===== src/rtl/huffman_encoder.sv =====
// huffman_encoder
//   Encodes 4-bit symbols with the fixed prefix code (lengths 1/4/5/6/10).
//   The code bits are packed MSB-first into OUT_W-bit words. A flush request
//   zero-pads the last partial word, and that word is marked with out_last.
//
// Parameters
//   OUT_W       output word width (8..16)
//   ACC_W       bit accumulator width (must be >= OUT_W+9)
//
// Ports
//   clk, rst                     clock; synchronous active-high reset
//   sym_in/sym_valid/sym_ready   symbol input handshake
//   flush                        one-cycle drain request
//   out_data/out_valid/out_ready packed word output handshake
//   out_last                     marks the zero-padded final word of a flush
//   flush_done                   one-cycle pulse when a flush completes
//   sym_count, bit_count         statistics counters; present only when
//                                HUFF_ENC_STATS_EN is defined
//
// State table
//   state   | meaning
//   S_RUN   | accepting symbols, popping full words
//   S_FLUSH | no symbol intake; draining full words, then the padded tail
module huffman_encoder #(
  parameter int OUT_W = 8,
  parameter int ACC_W = OUT_W + 16
) (
  input  logic             clk,
  input  logic             rst,
  input  logic [3:0]       sym_in,
  input  logic             sym_valid,
  output logic             sym_ready,
  input  logic             flush,
  output logic [OUT_W-1:0] out_data,
  output logic             out_valid,
  input  logic             out_ready,
  output logic             out_last,
  output logic             flush_done
`ifdef HUFF_ENC_STATS_EN
  ,
  output logic [15:0]      sym_count,
  output logic [19:0]      bit_count
`endif
);

  localparam int FILL_W = $clog2(ACC_W + 1);
  localparam logic [FILL_W-1:0] FILL_OUT = FILL_W'(OUT_W);
  // Room for the longest (10-bit) code must remain before a symbol is taken.
  localparam logic [FILL_W-1:0] FILL_MAX = FILL_W'(ACC_W - 10);

  typedef enum logic {
    S_RUN   = 1'b0,
    S_FLUSH = 1'b1
  } state_t;

  state_t             state_q, state_d;
  logic [ACC_W-1:0]   acc_q, acc_d;
  logic [FILL_W-1:0]  fill_q, fill_d;
  logic [OUT_W-1:0]   out_data_q, out_data_d;
  logic               out_valid_q, out_valid_d;
  logic               out_last_q, out_last_d;
  logic               flush_done_q, flush_done_d;
  logic               sym_ready_q, sym_ready_d;

  logic [9:0]         code_r;
  logic [3:0]         code_len;
  logic [9:0]         code_l;
  logic [ACC_W-1:0]   code_top;

  // Code lookup: right-aligned code value plus its length.
  always_comb begin
    code_r   = '0;
    code_len = 4'd1;
    if (sym_in == 4'd0) begin
      code_r   = '0;
      code_len = 4'd1;
    end else if (sym_in <= 4'd5) begin
      code_r   = 10'(sym_in) + 10'd7;     // 1 -> 1000
      code_len = 4'd4;
    end else if (sym_in <= 4'd8) begin
      code_r   = 10'(sym_in) + 10'd20;    // 6 -> 11010
      code_len = 4'd5;
    end else if (sym_in <= 4'd13) begin
      code_r   = 10'(sym_in) + 10'd49;    // 9 -> 111010
      code_len = 4'd6;
    end else begin
      code_r   = 10'(sym_in) + 10'd994;   // 14 -> 1111110000
      code_len = 4'd10;
    end
  end

  // Left-align the code so it can be shifted down to the fill position.
  assign code_l   = code_r << (4'd10 - code_len);
  assign code_top = {code_l, {(ACC_W-10){1'b0}}};

  logic             accept, out_free, pop, pad, fl_end;
  logic [ACC_W-1:0] acc_base;
  logic [FILL_W-1:0] fill_base;

  always_comb begin
    accept   = sym_valid && sym_ready_q;
    out_free = !out_valid_q || out_ready;
    pop      = (fill_q >= FILL_OUT) && out_free;
    pad      = (state_q == S_FLUSH) && (fill_q != '0) && (fill_q < FILL_OUT) && out_free;
    fl_end   = (state_q == S_FLUSH) && ((fill_q == '0) || pad);

    // Pop (or tail drain) uses the pre-append contents; the new code lands
    // behind whatever remains afterwards.
    acc_base  = acc_q;
    fill_base = fill_q;
    if (pop) begin
      acc_base  = acc_q << OUT_W;
      fill_base = fill_q - FILL_OUT;
    end else if (pad) begin
      acc_base  = '0;
      fill_base = '0;
    end

    acc_d  = acc_base;
    fill_d = fill_base;
    if (accept) begin
      acc_d  = acc_base | (code_top >> fill_base);
      fill_d = fill_base + FILL_W'(code_len);
    end

    // Bits below fill are always zero, so the tail word is already padded.
    out_data_d  = out_data_q;
    out_valid_d = out_valid_q;
    out_last_d  = out_last_q;
    if (pop || pad) begin
      out_data_d  = acc_q[ACC_W-1 -: OUT_W];
      out_valid_d = 1'b1;
      out_last_d  = pad;
    end else if (out_ready) begin
      out_valid_d = 1'b0;
      out_last_d  = 1'b0;
    end

    state_d = state_q;
    case (state_q)
      S_RUN:   if (flush)  state_d = S_FLUSH;
      S_FLUSH: if (fl_end) state_d = S_RUN;
      default:             state_d = S_RUN;
    endcase

    flush_done_d = fl_end;
    sym_ready_d  = (state_d == S_RUN) && (fill_d <= FILL_MAX);
  end

  always_ff @(posedge clk) begin
    if (rst) begin
      state_q      <= S_RUN;
      acc_q        <= '0;
      fill_q       <= '0;
      out_data_q   <= '0;
      out_valid_q  <= 1'b0;
      out_last_q   <= 1'b0;
      flush_done_q <= 1'b0;
      sym_ready_q  <= 1'b0;
    end else begin
      state_q      <= state_d;
      acc_q        <= acc_d;
      fill_q       <= fill_d;
      out_data_q   <= out_data_d;
      out_valid_q  <= out_valid_d;
      out_last_q   <= out_last_d;
      flush_done_q <= flush_done_d;
      sym_ready_q  <= sym_ready_d;
    end
  end

  assign sym_ready  = sym_ready_q;
  assign out_data   = out_data_q;
  assign out_valid  = out_valid_q;
  assign out_last   = out_last_q;
  assign flush_done = flush_done_q;

`ifdef HUFF_ENC_STATS_EN
  logic [15:0] sym_cnt_q;
  logic [19:0] bit_cnt_q;

  // Padding is never counted: only accepted code bits add to bit_count.
  always_ff @(posedge clk) begin
    if (rst) begin
      sym_cnt_q <= '0;
      bit_cnt_q <= '0;
    end else if (accept) begin
      sym_cnt_q <= sym_cnt_q + 16'd1;
      bit_cnt_q <= bit_cnt_q + 20'(code_len);
    end
  end

  assign sym_count = sym_cnt_q;
  assign bit_count = bit_cnt_q;
`endif

endmodule


===== config.mk =====
export PLATFORM = sky130hd
export DESIGN_NAME = huffman_encoder
export DESIGN_NICKNAME = d
export VERILOG_FILES = /design/src/rtl/huffman_encoder.sv
export SDC_FILE = /design/constraint.sdc
export NUM_CORES = 1
export LEC_CHECK = 0
export ABC_CLOCK_PERIOD_IN_PS = 4800
export CAP_MARGIN = 10
export CORE_MARGIN = 3
export CORE_UTILIZATION = 60
export DETAILED_ROUTE_END_ITERATION = 6
export PLACE_DENSITY_LB_ADDON = 0.08
export SYNTH_ARGS = -nofsm -noshare
export SYNTH_HDL_FRONTEND = slang
export SYNTH_SLANG_ARGS = --single-unit

===== constraint.sdc =====
create_clock -name clk -period 4.8 [get_ports clk]
set_input_delay 0.48 -clock clk [delete_from_list [all_inputs] [get_ports clk]]
set_output_delay 0.48 -clock clk [all_outputs]
set_load 0.03 [all_outputs]

# Word-level counts from Yosys, hierarchy flattened
# Cells that the tools add are included.
[word_totals]
regBits = 42
latch_bits = 0
ram_bits = 0
rom_bits = 0
in_bits = 9
out_inout_bits = 12
wordCells = 61
n_memories = 0
[op_classes]
add_sub_neg = 7
multipliers = 0
n_div = 0
n_lt_le_gt_ge = 6
eq_ne = 0
n_shift = 2
muxes = 20
bitwise_logic = 3
reduce_logical = 15
[ops]
columns = ["operator", "n"]
rows = [
  ["$mux W24", 3],
  ["$mux W10", 4],
  ["$or A24 B24 Y24", 1],
  ["$shr A24 B5 Y24", 1],
  ["$mux W4", 4],
  ["$mux W5", 3],
  ["$shl A10 B4 Y10", 1],
  ["$le A4 B4 Y1 const B", 2],
  ["$add A4 B6 Y7 const B", 1],
  ["$add A5 B6 Y7 const B", 1],
  ["$logic_and A1 B1 Y1", 7],
  ["$add A4 B5 Y6 const B", 1],
  ["$add A4 B3 Y5 const B", 1],
  ["$add A5 B4 Y5", 1],
  ["$ge A5 B4 Y1 const B", 1],
  ["$le A5 B4 Y1 const B", 1],
  ["$logic_not A5 Y1", 1],
  ["$lt A5 B4 Y1 const B", 1],
  ["$mux W1", 5],
  ["$reduce_bool A5 Y1", 1],
  ["$sub A5 B4 Y5 const B", 1],
  ["$le A4 B3 Y1 const B", 1],
  ["$logic_not A4 Y1", 1],
  ["$sub A4 B4 Y4 const A", 1],
  ["other kinds (5)", 8],
]

# Longest topological paths before layout
[logic_depth]
depth_word = 10
ltp_mapped = 18

# Worst setup path before layout
# OpenSTA, ideal clock, no wires.
[synth_timing]
path_kind = "input to register"
from = "input sym_in[0]"
to = "register acc_q[7]"
arrival_time_ps = 3862
t_required_ps = 4683
setup_slack_ps = 821
stages = 18
n_path_buf = 1
cell_sequence = "clkbuf_1 -> inv_1 -> ha_1 -> nor4b_2 -> a21oi_1 -> and2_1 -> inv_1 -> ha_1 -> clkinv_1 -> xnor2_1 -> o22ai_1 -> a2111oi_2 -> a21oi_1 -> a31oi_2 -> o22ai_1 -> mux2i_1 -> o22ai_1 -> a32o_1"
[synth_via]
elab_chain_len = 10
[synth_lines]
columns = ["item", "line", "source"]
rows = [
  ["from (decl)", "30", "input logic [3:0] sym_in,"],
  ["$le A4 B4 Y1", "83", "end else if (sym_in <= 4'd13) begin"],
  ["$mux W4", "83", ""],
  ["$mux W4", "80", "end else if (sym_in <= 4'd8) begin"],
  ["$mux W4", "77", "end else if (sym_in <= 4'd5) begin"],
  ["$mux W4", "74", "if (sym_in == 4'd0) begin"],
  ["$sub A4 B4 Y4", "93", "assign code_l = code_r << (4'd10 - code_len);"],
  ["$shl A10 B4 Y10 *", "93", ""],
  ["$shr A24 B5 Y24 *", "122", "acc_d = acc_base | (code_top >> fill_base);"],
  ["$or A24 B24 Y24 *", "122", ""],
  ["$mux W24 *", "121", "if (accept) begin"],
  ["to (signal assigned)", "153", "acc_q <= '0;"],
  ["to (signal assigned)", "162", "acc_q <= acc_d;"],
  ["to (decl)", "57", "logic [ACC_W-1:0] acc_q, acc_d;"],
]
# Mark *: on every way between the ends. The rest lies on a longest branch, timed or not.
# A chain may end at the register's enable or synchronous reset.

# Final worst setup path
[layout_timing]
from = "input sym_in[1]"
to = "register acc_q[9]"
# The elaborated chain is that of the path after synthesis.

==> run metrics <==
IO buf count 20; CTS Root Cell clkbuf_8; register area 840.8 um2; setup violators final 0; Top FF cell, synth dfxtp_1; worst r2r src fill_q[0]; final hold violation count 0; final number of max-transition violations 0; CTS H-tree depth 2; Clock Skew 7.833 ps; post-synth cell types 76; total of max-cap violations 0; unrepaired setup endpoints after global routing no; Tmin final 4377 ps; largest net degree at the start of global routing 25; vias in the first global route 3307; WL/cell 18.44 um; status finished clean; global-route wire length before repair 16.21 mm; Netlist Area Pre-Place 3413 um2; Crit path arrival time 4570 ps; hold crit path type register to register; synth top area cells dfxtp_1 25%, nand2_1 6.9%, ha_1 6.6%; postcts setup bufs 0; crit path capture acc_q[9]; Req. time, crit path 4990 ps; Starting Density 64.37%; Layout area overhead 12.65%; dpl hpwl 7.606 mm; synth warn 0; GRT Total Usage 31.34%; Slew @ Worst Pin 729.4 ps; syn avg cell area 7.502 um2; relative max-transition margin 51.19%; worst vdd ir 440.4 uV; Reg clk slew, reported paths 80 ps; post-route DRC violation count 0; setup tns final 0 ps; Critical Path Fanout Max 8; clk_lat worst skew 300 ps; placed cell area 3750 um2; Hold-fix buffers, CTS 0; sequential share of the synthesized area 24.63%; critical path class primary input to register; Cell Pwr Density 411.3 nW/um2; diode count 0; share of post-route cells with drive strength above 1 9.833%; I/O Pins 21; post-cts sizing count 0; DR vias 3751; total gr overflow 0; Final ANT Viol Nets 0; drt via density 6.845; initial antenna violation count 0; max incr delay on CP 470 ps; FP Rows 26; r2r endpoint acc_q[11]; multi-input combinational cell area 2396 um2; WL final 10.10 mm; Setup crit start kind primary input; post-route cell area 3845 um2; width of the chip 81.43 um; part of the cycle the worst path needs 91.19%; 1st-pass router iterations 5; syn nets 483; clock buffer depth 2; RD Place Congestion 1.006; Vert. Die Dim 81.43 um; asr flop ratio synth 0%; Slowest-stage cell, CP clkdlybuf4s50_1; Worst Reg-to-Reg Cells 10; Yosys reg bits 42; CTS tree yes; R2R setup slack 1500 ps; Yosys top cell by area dfxtp_1; CP cell instances clkdlybuf4s50_1 -> inv_1 -> ha_1 -> a21boi_1 -> a21oi_1 -> and2_1 -> inv_1 -> ha_1 -> inv_1 -> and4_1 -> a22o_1 -> nor3_4 -> o311ai_0 -> buf_4 -> o211ai_1 -> a22oi_2 -> o21ai_1 -> o211a_1; CORE AREA 5303 um2; Final nets 505; clock sink total 42; Syn Inst Count 455; worst setup path startpoint sym_in[1]; Iter 0 DRT Violations 622; cts bufs inserted 5; number of synthesized flops with an enable pin 0; most used cell along the critical path inv_1; fillers 418; CP endpoint kind register; Die ar. 6630 um2; FMAX 0.2285 GHz; leak pwr 1.467 nW; post-synth top area share 24.63%
placed cells by master, fill, tap and decap left out, types with 5 or more instances in the layout:
cell / instances
a211oi_1: 7
a21oi_1: 39
a31oi_1: 10
a32oi_1: 6
and2_1: 10
and3_1: 8
buf_4: 21
clkbuf_8: 6
clkdlybuf4s50_1: 20
dfxtp_1: 42
ha_1: 18
inv_1: 16
mux2i_1: 6
nand2_1: 63
nand3_1: 29
nand4_1: 9
nor2_1: 35
nor2b_1: 5
o211ai_1: 5
o21ai_0: 11
o22ai_1: 13
cell families (layout without fill, tap and decap cells):
| kind of cell | Yosys count | count (layout) | synth area share, % |
|---|---|---|---|
| xor gates and xnor gates | 8 | 8 | 2.053 |
| buffers and inverters | 44 | 67 | 5.169 |
| and+or+nand+nor | 184 | 184 | 26.94 |
| muxes | 7 | 7 | 2.089 |
| AOI/OAI and AO/OA | 151 | 151 | 31.93 |
| DFF | 42 | 42 | 24.63 |
| adders and majority gates | 19 | 19 | 7.185 |
routing by layer:
| metal | part of all wire (%) | global-route usage (%) |
|---|---|---|
| met3 | 11 | 8.882 |
| met5 | 0 | 0 |
| met1 | 42 | 43.80 |
| met4 | 1.3 | 6.588 |
| met2 | 45 | 48.13 |
metrics by stage:
step / cells / hold slack, ps / utilization (%) / setup WS (ps) / power, W
4_1_cts: 548 / 455.8 / 72.51 / 540.1 / 0.001562
5_1_grt: 548 / 479.7 / 72.51 / 174.4 / 0.001683
2_1_floorplan: 455 / 436.6 / - / 820.5 / 0.001084
6_report: 548 / 451.2 / 72.51 / 422.8 / 0.001581
3_3_place_gp: 540 / 437.3 / 70.72 / 354.8 / 0.001297
3_5_place_dp: 540 / 445.6 / 70.72 / 232.6 / 0.001321
report_power, final:
part,switching [W],leakage (nW),internal (W),total [W]
registers,0.0000313,0.341,0.000401,0.000432
clock network,0.000122,0.0472,0.000116,0.000238
logic,0.000630,1.08,0.000282,0.000911
total,0.000783,1.47,0.000798,0.00158
critical path, delay by kind of cell:
family / cells / cell delay (ps)
AOI/OAI and AO/OA: 8 / 1830
and+or+nand+nor: 3 / 510
buffers and inverters: 5 / 1060
adders and majority gates: 2 / 680
worst min-delay path by stage:
stage,start,to,slack (ps),cells after the start
2_1_floorplan,acc_q[16],out_data[0],440,2
3_3_place_gp,out_data[7],out_data[7],440,2
3_5_place_dp,out_data[7],out_data[7],450,2
4_1_cts,out_data[4],out_data[4],460,2
5_1_grt,out_data[4],out_data[4],480,2
6_report,out_data[4],out_data[4],450,2
state kept, by name, indices dropped and copies added, names as in the netlist:
register	cells
out_valid	1
out_data	8
fill_q	5
sym_ready	1
flush_done	1
out_last	1
state_q	1
acc_q	24
synth_stat cells, types with 4 or more instances:
cell       n
ha_1      18
o22ai_1   13
nand2_1   63
and2_1    10
nand3_1   29
clkbuf_1  19
a211oi_1   7
a31oi_1   10
xor2_1     4
o21a_1     4
o211ai_1   5
nor2b_1    5
buf_2      6
a21oi_1   39
nor2_1    35
inv_1     16
and3_1     8
o32ai_1    4
a32oi_1    6
dfxtp_1   42
xnor2_1    4
mux2i_1    6
o21ai_0   11
nand4_1    9
a22oi_1    4
final cells by class:
type | count | share of cell area, %
sequential | 42 | 21.87
inverter | 18 | 1.757
clock inverter | 2 | 0.3254
multi-input combinational | 369 | 62.32
clock buffer | 6 | 2.148
tap | 70 | 2.278
timing repair buffer | 41 | 9.307
Note: power is estimated with default switching activity, not from simulation.
